[src/rtl/execute_muldiv.sv]
// execute_muldiv: multi-cycle RISC-V M-extension unit beside the execute-stage ALU.
// Multiplies finish after a fixed MUL_LATENCY. Divides use restoring division,
// one quotient bit per cycle, followed by a sign fixup cycle.
// Divide by zero and signed overflow are resolved in the accept cycle.
// The result is held until the execute/memory boundary takes it.
//
// Optional feature: define MULDIV_REMAINDER_CACHE_EN to keep the last completed
// divide (operands, signedness, quotient, remainder). A matching divide-class op
// then finishes in one cycle.
//
// Ports:
//   clock, reset        clock and synchronous active-high reset
//   flush               abort in-flight op, drop held result
//   issueValid/Ready    op handshake; issueOp selects MUL..REMU
//   operandA/B          rs1/rs2 values
//   issueTag            destination register tag
//   resultValid/Ready   result handshake
//   result, resultTag   operation result and its tag
//   busy                op in flight or result held
module execute_muldiv #(
  parameter int unsigned XLEN        = 32,
  parameter int unsigned MUL_LATENCY = 2,
  parameter int unsigned TAG_W       = 5
) (
  input  logic             clock,
  input  logic             reset,
  input  logic             flush,
  input  logic             issueValid,
  output logic             issueReady,
  input  logic [2:0]       issueOp,
  input  logic [XLEN-1:0]  operandA,
  input  logic [XLEN-1:0]  operandB,
  input  logic [TAG_W-1:0] issueTag,
  output logic             resultValid,
  input  logic             resultReady,
  output logic [XLEN-1:0]  result,
  output logic [TAG_W-1:0] resultTag,
  output logic             busy
);

  localparam int unsigned CNT_W = $clog2(XLEN) + 1;
  localparam int unsigned PW    = 2 * XLEN;
  localparam logic [XLEN-1:0] XMIN = {1'b1, {(XLEN-1){1'b0}}};

  typedef enum logic [2:0] {ST_IDLE, ST_MUL, ST_DIV, ST_FIXUP, ST_DONE} state_t;

  state_t            state_q, state_d;
  logic [CNT_W-1:0]  cnt_q, cnt_d;
  logic [PW-1:0]     prod_q, prod_d;
  logic [XLEN-1:0]   rem_q, rem_d, quo_q, quo_d, dvsr_q, dvsr_d;
  logic [2:0]        op_q, op_d;
  logic              quo_neg_q, quo_neg_d, rem_neg_q, rem_neg_d;
  logic [XLEN-1:0]   result_q, result_d;
  logic [TAG_W-1:0]  tag_q, tag_d;

`ifdef MULDIV_REMAINDER_CACHE_EN
  logic              cache_valid_q, cache_valid_d;
  logic [XLEN-1:0]   cache_a_q, cache_a_d, cache_b_q, cache_b_d;
  logic              cache_signed_q, cache_signed_d;
  logic [XLEN-1:0]   cache_quo_q, cache_quo_d, cache_rem_q, cache_rem_d;
  logic [XLEN-1:0]   pend_a_q, pend_a_d, pend_b_q, pend_b_d;
  logic              pend_signed_q, pend_signed_d;
  logic              cache_hit;
`endif

  // Decode of the op presented at issue
  logic accept, in_is_div, in_is_rem, in_signed, in_b_zero, in_ovf;
  assign accept    = issueValid && (state_q == ST_IDLE) && !flush;
  assign in_is_div = issueOp[2];
  assign in_is_rem = issueOp[1];
  assign in_signed = !issueOp[0];
  assign in_b_zero = (operandB == '0);
  assign in_ovf    = in_signed && (operandA == XMIN) && (operandB == '1);

`ifdef MULDIV_REMAINDER_CACHE_EN
  assign cache_hit = cache_valid_q && (operandA == cache_a_q) &&
                     (operandB == cache_b_q) && (in_signed == cache_signed_q);
`endif

  // Full-width product from sign-/zero-extended operands
  logic          ext_a_sgn, ext_b_sgn;
  logic [PW-1:0] a_ext, b_ext, prod_c;
  assign ext_a_sgn = (issueOp == 3'd1) || (issueOp == 3'd2);
  assign ext_b_sgn = (issueOp == 3'd1);
  assign a_ext  = {{XLEN{ext_a_sgn & operandA[XLEN-1]}}, operandA};
  assign b_ext  = {{XLEN{ext_b_sgn & operandB[XLEN-1]}}, operandB};
  assign prod_c = a_ext * b_ext;

  function automatic logic [XLEN-1:0] mul_sel(input logic [2:0] op, input logic [PW-1:0] p);
    return (op == 3'd0) ? p[XLEN-1:0] : p[PW-1:XLEN];
  endfunction

  // Operand magnitudes for the divider
  logic [XLEN-1:0] mag_a, mag_b;
  assign mag_a = (in_signed && operandA[XLEN-1]) ? -operandA : operandA;
  assign mag_b = (in_signed && operandB[XLEN-1]) ? -operandB : operandB;

  // One restoring step; in IDLE it starts from the fresh operands so the
  // accept cycle already produces the first quotient bit.
  logic            step_init, step_ge;
  logic [XLEN-1:0] s_rem, s_quo, s_dvsr, step_rem, step_quo;
  logic [XLEN:0]   shifted;
  assign step_init = (state_q == ST_IDLE);
  assign s_rem     = step_init ? '0    : rem_q;
  assign s_quo     = step_init ? mag_a : quo_q;
  assign s_dvsr    = step_init ? mag_b : dvsr_q;
  assign shifted   = {s_rem, s_quo[XLEN-1]};
  assign step_ge   = (shifted >= {1'b0, s_dvsr});
  assign step_rem  = step_ge ? XLEN'(shifted - {1'b0, s_dvsr}) : shifted[XLEN-1:0];
  assign step_quo  = {s_quo[XLEN-2:0], step_ge};

  // Sign fixup of the finished magnitudes
  logic [XLEN-1:0] q_fix, r_fix;
  assign q_fix = quo_neg_q ? -quo_q : quo_q;
  assign r_fix = rem_neg_q ? -rem_q : rem_q;

  // Next-state and datapath updates
  always_comb begin
    state_d   = state_q;
    cnt_d     = cnt_q;
    prod_d    = prod_q;
    rem_d     = rem_q;
    quo_d     = quo_q;
    dvsr_d    = dvsr_q;
    op_d      = op_q;
    quo_neg_d = quo_neg_q;
    rem_neg_d = rem_neg_q;
    result_d  = result_q;
    tag_d     = tag_q;
`ifdef MULDIV_REMAINDER_CACHE_EN
    cache_valid_d  = cache_valid_q;
    cache_a_d      = cache_a_q;
    cache_b_d      = cache_b_q;
    cache_signed_d = cache_signed_q;
    cache_quo_d    = cache_quo_q;
    cache_rem_d    = cache_rem_q;
    pend_a_d       = pend_a_q;
    pend_b_d       = pend_b_q;
    pend_signed_d  = pend_signed_q;
`endif
    if (flush) begin
      state_d = ST_IDLE;
      cnt_d   = '0;
    end else begin
      case (state_q)
        ST_IDLE: begin
          if (accept) begin
            op_d  = issueOp;
            tag_d = issueTag;
            if (!in_is_div) begin
              prod_d = prod_c;
              if (MUL_LATENCY == 1) begin
                result_d = mul_sel(issueOp, prod_c);
                state_d  = ST_DONE;
              end else begin
                cnt_d   = CNT_W'(MUL_LATENCY - 1);
                state_d = ST_MUL;
              end
            end else if (in_b_zero) begin
              result_d = in_is_rem ? operandA : '1;
              state_d  = ST_DONE;
            end else if (in_ovf) begin
              result_d = in_is_rem ? '0 : operandA;
              state_d  = ST_DONE;
`ifdef MULDIV_REMAINDER_CACHE_EN
            end else if (cache_hit) begin
              result_d = in_is_rem ? cache_rem_q : cache_quo_q;
              state_d  = ST_DONE;
`endif
            end else begin
              dvsr_d    = mag_b;
              rem_d     = step_rem;
              quo_d     = step_quo;
              quo_neg_d = in_signed && (operandA[XLEN-1] ^ operandB[XLEN-1]);
              rem_neg_d = in_signed && operandA[XLEN-1];
              cnt_d     = CNT_W'(XLEN - 1);
              state_d   = ST_DIV;
`ifdef MULDIV_REMAINDER_CACHE_EN
              pend_a_d      = operandA;
              pend_b_d      = operandB;
              pend_signed_d = in_signed;
`endif
            end
          end
        end
        ST_MUL: begin
          if (cnt_q <= CNT_W'(1)) begin
            cnt_d    = '0;
            result_d = mul_sel(op_q, prod_q);
            state_d  = ST_DONE;
          end else begin
            cnt_d = cnt_q - CNT_W'(1);
          end
        end
        ST_DIV: begin
          rem_d = step_rem;
          quo_d = step_quo;
          cnt_d = cnt_q - CNT_W'(1);
          if (cnt_q == CNT_W'(1)) state_d = ST_FIXUP;
        end
        ST_FIXUP: begin
          result_d = op_q[1] ? r_fix : q_fix;
          state_d  = ST_DONE;
`ifdef MULDIV_REMAINDER_CACHE_EN
          cache_valid_d  = 1'b1;
          cache_a_d      = pend_a_q;
          cache_b_d      = pend_b_q;
          cache_signed_d = pend_signed_q;
          cache_quo_d    = q_fix;
          cache_rem_d    = r_fix;
`endif
        end
        ST_DONE: begin
          if (resultReady) state_d = ST_IDLE;
        end
        default: state_d = ST_IDLE;
      endcase
    end
  end

  // State and datapath registers
  always_ff @(posedge clock) begin
    if (reset) begin
      state_q   <= ST_IDLE;
      cnt_q     <= '0;
      prod_q    <= '0;
      rem_q     <= '0;
      quo_q     <= '0;
      dvsr_q    <= '0;
      op_q      <= '0;
      quo_neg_q <= 1'b0;
      rem_neg_q <= 1'b0;
      result_q  <= '0;
      tag_q     <= '0;
`ifdef MULDIV_REMAINDER_CACHE_EN
      cache_valid_q  <= 1'b0;
      cache_a_q      <= '0;
      cache_b_q      <= '0;
      cache_signed_q <= 1'b0;
      cache_quo_q    <= '0;
      cache_rem_q    <= '0;
      pend_a_q       <= '0;
      pend_b_q       <= '0;
      pend_signed_q  <= 1'b0;
`endif
    end else begin
      state_q   <= state_d;
      cnt_q     <= cnt_d;
      prod_q    <= prod_d;
      rem_q     <= rem_d;
      quo_q     <= quo_d;
      dvsr_q    <= dvsr_d;
      op_q      <= op_d;
      quo_neg_q <= quo_neg_d;
      rem_neg_q <= rem_neg_d;
      result_q  <= result_d;
      tag_q     <= tag_d;
`ifdef MULDIV_REMAINDER_CACHE_EN
      cache_valid_q  <= cache_valid_d;
      cache_a_q      <= cache_a_d;
      cache_b_q      <= cache_b_d;
      cache_signed_q <= cache_signed_d;
      cache_quo_q    <= cache_quo_d;
      cache_rem_q    <= cache_rem_d;
      pend_a_q       <= pend_a_d;
      pend_b_q       <= pend_b_d;
      pend_signed_q  <= pend_signed_d;
`endif
    end
  end

  assign issueReady  = (state_q == ST_IDLE);
  assign busy        = (state_q != ST_IDLE);
  assign resultValid = (state_q == ST_DONE);
  assign result      = result_q;
  assign resultTag   = tag_q;

endmodule
[config.mk]
export PLATFORM = sky130hd
export DESIGN_NAME = execute_muldiv
export DESIGN_NICKNAME = d
export VERILOG_FILES = /design/src/rtl/execute_muldiv.sv
export SDC_FILE = /design/constraint.sdc
export NUM_CORES = 2
export LEC_CHECK = 0
export ABC_CLOCK_PERIOD_IN_PS = 11100
export BUFFER_PORTS_ARGS = -buffer_cell sky130_fd_sc_hd__clkbuf_2
export CAP_MARGIN = 40
export CORE_MARGIN = 2
export CORE_UTILIZATION = 50
export DETAILED_ROUTE_END_ITERATION = 10
export PLACE_DENSITY_LB_ADDON = 0.1
export SYNTH_ARGS = -nofsm -noshare
export SYNTH_HDL_FRONTEND = slang
export SYNTH_SLANG_ARGS = --single-unit
[constraint.sdc]
create_clock -name clock -period 11.1 [get_ports clock]
set_input_delay 2.22 -clock clock [delete_from_list [all_inputs] [get_ports clock]]
set_output_delay 2.22 -clock clock [all_outputs]
set_load 0.01 [all_outputs]
# Yosys cells after proc, flatten, opt, wreduce, memory -nomap -nowiden
# Index checks and enable logic that the tools add are counted.
# Widths: inputs -> output; s select.
# classes
shifts	0
order_cmp	2
add_sub_neg	6
bitwise_logic	7
n_mux	42
reduce_logical	25
n_div	0
mul	1
n_eq_ne	19
# op_table
cell	count
$mux 32	25
$neg 32->32	4
$pmux 32 s2	2
$pmux 32 s3	1
$eq 32x32->1 const B	2
$mul 33x33->64	1
$ge 33x32->1	1
$logic_not 32->1	1
$sub 32x32->32	1
$mux 6	5
$mux 3	7
$pmux 6 s3	1
$reduce_and 6->1	3
$pmux 3 s5	1
$ne 2x2->1 const B	6
$reduce_and 4->1	3
$eq 3x2->1 const B	3
$ne 3x3->1 const B	3
$reduce_bool 3->1	3
$logic_and 1x1->1	7
$eq 3x1->1 const B	2
$eq 6x1->1 const B	1
$le 6x1->1 const B	1
$logic_not 3->1	2
11 further kinds	16
# word_totals
in_bits	77
latchBits	0
memories	0
ram_bits	0
ff_bits	211
rom_bits	0
output_inout_bits	40

# Depth between registers and ports, before layout
# depth
depth_word	11
mapped_depth	32
depth_no_buf	29

# Least setup slack after synthesis
# OpenSTA, ideal clock, no wires.
# synth_timing
path_kind	input-to-reg
start	input issueOp[0]
end	register prod_q[60]
arrival_ps	10484
path_slack_ps	541
path_stages	26
n_path_buf	3
required_time_ps	11026
cell_sequence	clkbuf_1 -> xnor2_1 -> nor3b_1 -> clkbuf_1 -> nand2_1 -> fa_1 -> fa_1 -> inv_1 -> fa_1 -> inv_1 -> fa_1 -> inv_1 -> fa_1 -> fa_1 -> fa_1 -> fa_1 -> ha_1 -> clkbuf_1 -> nand2_1 -> nor2_1 -> and3_1 -> nand3_1 -> o32ai_1 -> o41ai_1 -> or4_1 -> a31oi_1
# synth_via
elab_chain_len	4
elab_cells_between_ends	6
cone_classes	1 x mul; 2 x eq/ne; 2 x bitwise; 1 x reduce/logical
# synth_lines
element	line	rtl
from (decl)	30	input logic [2:0] issueOp,
$eq 3x1->1 or $eq 3x2->1 (tied branches)	83, 84	
$logic_or 1x1->1	83	assign ext_a_sgn = (issueOp == 3'd1) || (issueOp == 3'd2);
$and 1x1->1	85	assign a_ext = {{XLEN{ext_a_sgn & operandA[XLEN-1]}}, operandA};
$mul 33x33->64 *	87	assign prod_c = a_ext * b_ext;
to (signal assigned)	249	prod_q <= prod_d;
to (decl)	49	logic [PW-1:0] prod_q, prod_d;
# Every way passes the cells marked *; elsewhere a longest branch is shown, timed or not.
# A chain may end at the register's enable or synchronous reset.

# Final worst setup path
# layout_timing
start	input operandB[1]
end	register prod_q[52]
# layout_via
elab_chain_len	1
# layout_lines
element	line	rtl
from (decl)	32	input logic [XLEN-1:0] operandB,
$mul 33x33->64	87	
# No other way between the ends.

==> flow_summary.json <==
{
  "yosysTopAreaCell": "fa_1",
  "cts_buffers": 25,
  "cpMostUsedCell": "fa_1",
  "antenna_found_initial": 10,
  "worst_pin_slew_ns": 0.945,
  "synth-warning-count": 0,
  "gp_congestion": 0.941,
  "synth_cell_type_count": 78,
  "synth.avg_cell_area_sq_um": 8.43,
  "synth_top_cells_by_count": "inv_1, fa_1, nand2_1, and2_1, clkbuf_1",
  "start_util_pct": 50.6,
  "syn_nets": 7683,
  "wirelength_mm": 167,
  "final_core_util_pct": 53.5,
  "drtPass1Iterations": 6,
  "ant_nets": 0,
  "min_period_ns": 10.30,
  "grt_overflow_total": 0,
  "final-hold-violation-count": 0,
  "ys.flop_type": "dfxtp_1",
  "cp_slowest_cell": "clkbuf_2",
  "netlist_area_sq_mm": 0.0525,
  "synth_most_common_cell": "inv_1",
  "critPathKind": "in2reg",
  "cts_tree": "built",
  "maxCapViolCount": 0,
  "htreeDepth": 1,
  "clock_skew_ns": 0.0368,
  "syn_inst": 6228,
  "seq_area_frac_synth_pct": 8.05,
  "rsz0062_at_grt": "no",
  "postSynth.asyncResetShare_pct": 0,
  "drt_iter0_markers": 3485,
  "worstPathRequired_ns": 11.52,
  "crit_fanout": 34,
  "fp.dieArea_sq_mm": 0.108,
  "synth.top_cells.by_area": "fa_1, inv_1, dfxtp_1",
  "drive_above_1_share_pct": 6.27,
  "clk_latency_ns": 0.57,
  "synth_edf_count": 0,
  "synth_top_area_share_pct": 42.9,
  "rr_worst_depth": 16,
  "tns_ns": 0,
  "pre_cts_ws_ns": 0.412,
  "clock_path_buffers": 3,
  "cts_setup_buffers": 0,
  "vias": 42226,
  "fin_nets": 7576,
  "track_usage_pct": 32.0,
  "arrival_ns": 10.73,
  "grt_pass1_vias": 43830,
  "cts-resized-gates": 0,
  "hp-class": "reg2reg",
  "hpwl_mm": 135,
  "holdBufCountCts": 0,
  "grt_pass1_wl_mm": 263,
  "wl_per_cell_um": 22.1,
  "seqCellArea_sq_mm": 0.00423,
  "fmax_mhz": 97.1,
  "rows": 118,
  "critPathMaxStageDelay_ns": 0.67,
  "setup_viol": 0,
  "num_io_pins": 117,
  "min_path_cells": 2,
  "slew_viol_final": 0,
  "drc": 0,
  "end_kind": "flip-flop",
  "via_per_inst": 5.61,
  "core-area_sq_mm": 0.104,
  "multi_input_area_sq_mm": 0.0424,
  "portBuffers": 116,
  "die_w_um": 328,
  "cts_num_sinks": 211,
  "relSlewSlack_pct": 37.0,
  "n_fill_cell": 9949,
  "fin_ws_ns": 0.798,
  "areaGrowthSynthToFinish_pct": 5.71,
  "cts.clk_slew.worst_paths_ns": 0.06,
  "synth_seq_cells": 211,
  "fin_crit_sh_pct": 92.8,
  "die_h_um": 328,
  "cts_root_buffer": "clkbuf_16",
  "critical_path.startpoint_type": "primary input",
  "outcome": "complete, no violations",
  "grt_max_degree": 110
}
-- kinds of logic after synthesis --
group                      after synthesis  share of synthesized area [%]
buffers and inverters                 1578                           11.3
DFF                                    211                           8.05
AOI/OAI and AO/OA                      819                           10.0
xor gates and xnor gates               203                           3.39
adders and majority gates             1380                           49.0
muxes                                   26                          0.505
and+or+nand+nor                       2011                           17.7
-- critical path: cells and delay by family --
family / cells / cell delay, ns
AO/OA/AOI/OAI: 6 / 1.30
multiplexers: 1 / 0.35
buffers and inverters: 7 / 1.38
adder cells (fa/ha/maj): 9 / 4.35
AND/OR/NAND/NOR: 4 / 1.07
-- cell type report --
| cell class | count | area share, % |
|---|---|---|
| diodes | 11 | 0.0496 |
| clock buffers | 34 | 1.28 |
| clock inverters | 11 | 0.169 |
| inverters | 1154 | 7.81 |
| multi-input cells | 4439 | 76.4 |
| flip-flops and latches | 211 | 7.61 |
| well taps | 1380 | 3.11 |
| repair buffers | 290 | 3.60 |
-- layout by cell type, fill, tap and decap left out, types with 115 or more instances in the layout --
| cell type | Yosys | routed |
|---|---|---|
| clkbuf_2 | 0 | 115 |
| fa_1 | 1126 | 1126 |
| inv_1 | 1153 | 1153 |
| nand2_1 | 1010 | 1010 |
| and2_1 | 400 | 400 |
| nor2_1 | 299 | 297 |
| xnor2_1 | 120 | 120 |
| ha_1 | 252 | 252 |
| a21oi_1 | 266 | 266 |
| buf_4 | 1 | 164 |
| o21ai_0 | 135 | 135 |
| dfxtp_1 | 211 | 210 |
-- flip-flops by register name, indices dropped and copies added (netlist names) --
name / count
dvsr_q: 32
quo_neg_q: 1
state_q: 3
cnt_q: 6
result: 32
rem_q: 32
prod_q: 64
op_q: 3
quo_q: 32
resultTag: 5
rem_neg_q: 1
-- final timing paths --
path / start / to / slack (ns)
worst max-delay path: operandB[1] / prod_q[52]$_SDFFE_PP0P_ / 0.80
worst min-delay path: prod_q[49]$_SDFFE_PP0P_ / prod_q[49]$_SDFFE_PP0P_ / 0.45
worst max register to register: state_q[2]$_SDFFE_PP0P_ / rem_q[25]$_SDFFE_PP0P_ / 5.59
worst min register to register: prod_q[49]$_SDFFE_PP0P_ / prod_q[49]$_SDFFE_PP0P_ / 0.45
-- stage by stage --
stage | cell area (sq um) | instances | hold WS (ns)
finish | 55500 | 7530 | 0.449
global route | 55500 | 7526 | 0.468
CTS | 55500 | 7519 | 0.450
detailed placement | 54700 | 7474 | 0.443
global placement | 54600 | 7468 | 0.436
floorplan | 52500 | 6228 | 0.427
-- metal layers --
metal  up-vias  track usage, %  wire length (um)
met2      1482            51.1             76300
met3       280            4.59             12000
met1     21608            45.3             72000
met4         2            9.91              6310
li1      18854               -                 -
met5         -               0                13
Power is left out: the tool's default activity adds up to more than one toggle a clock period on the data nets, which glitch-free logic cannot reach.
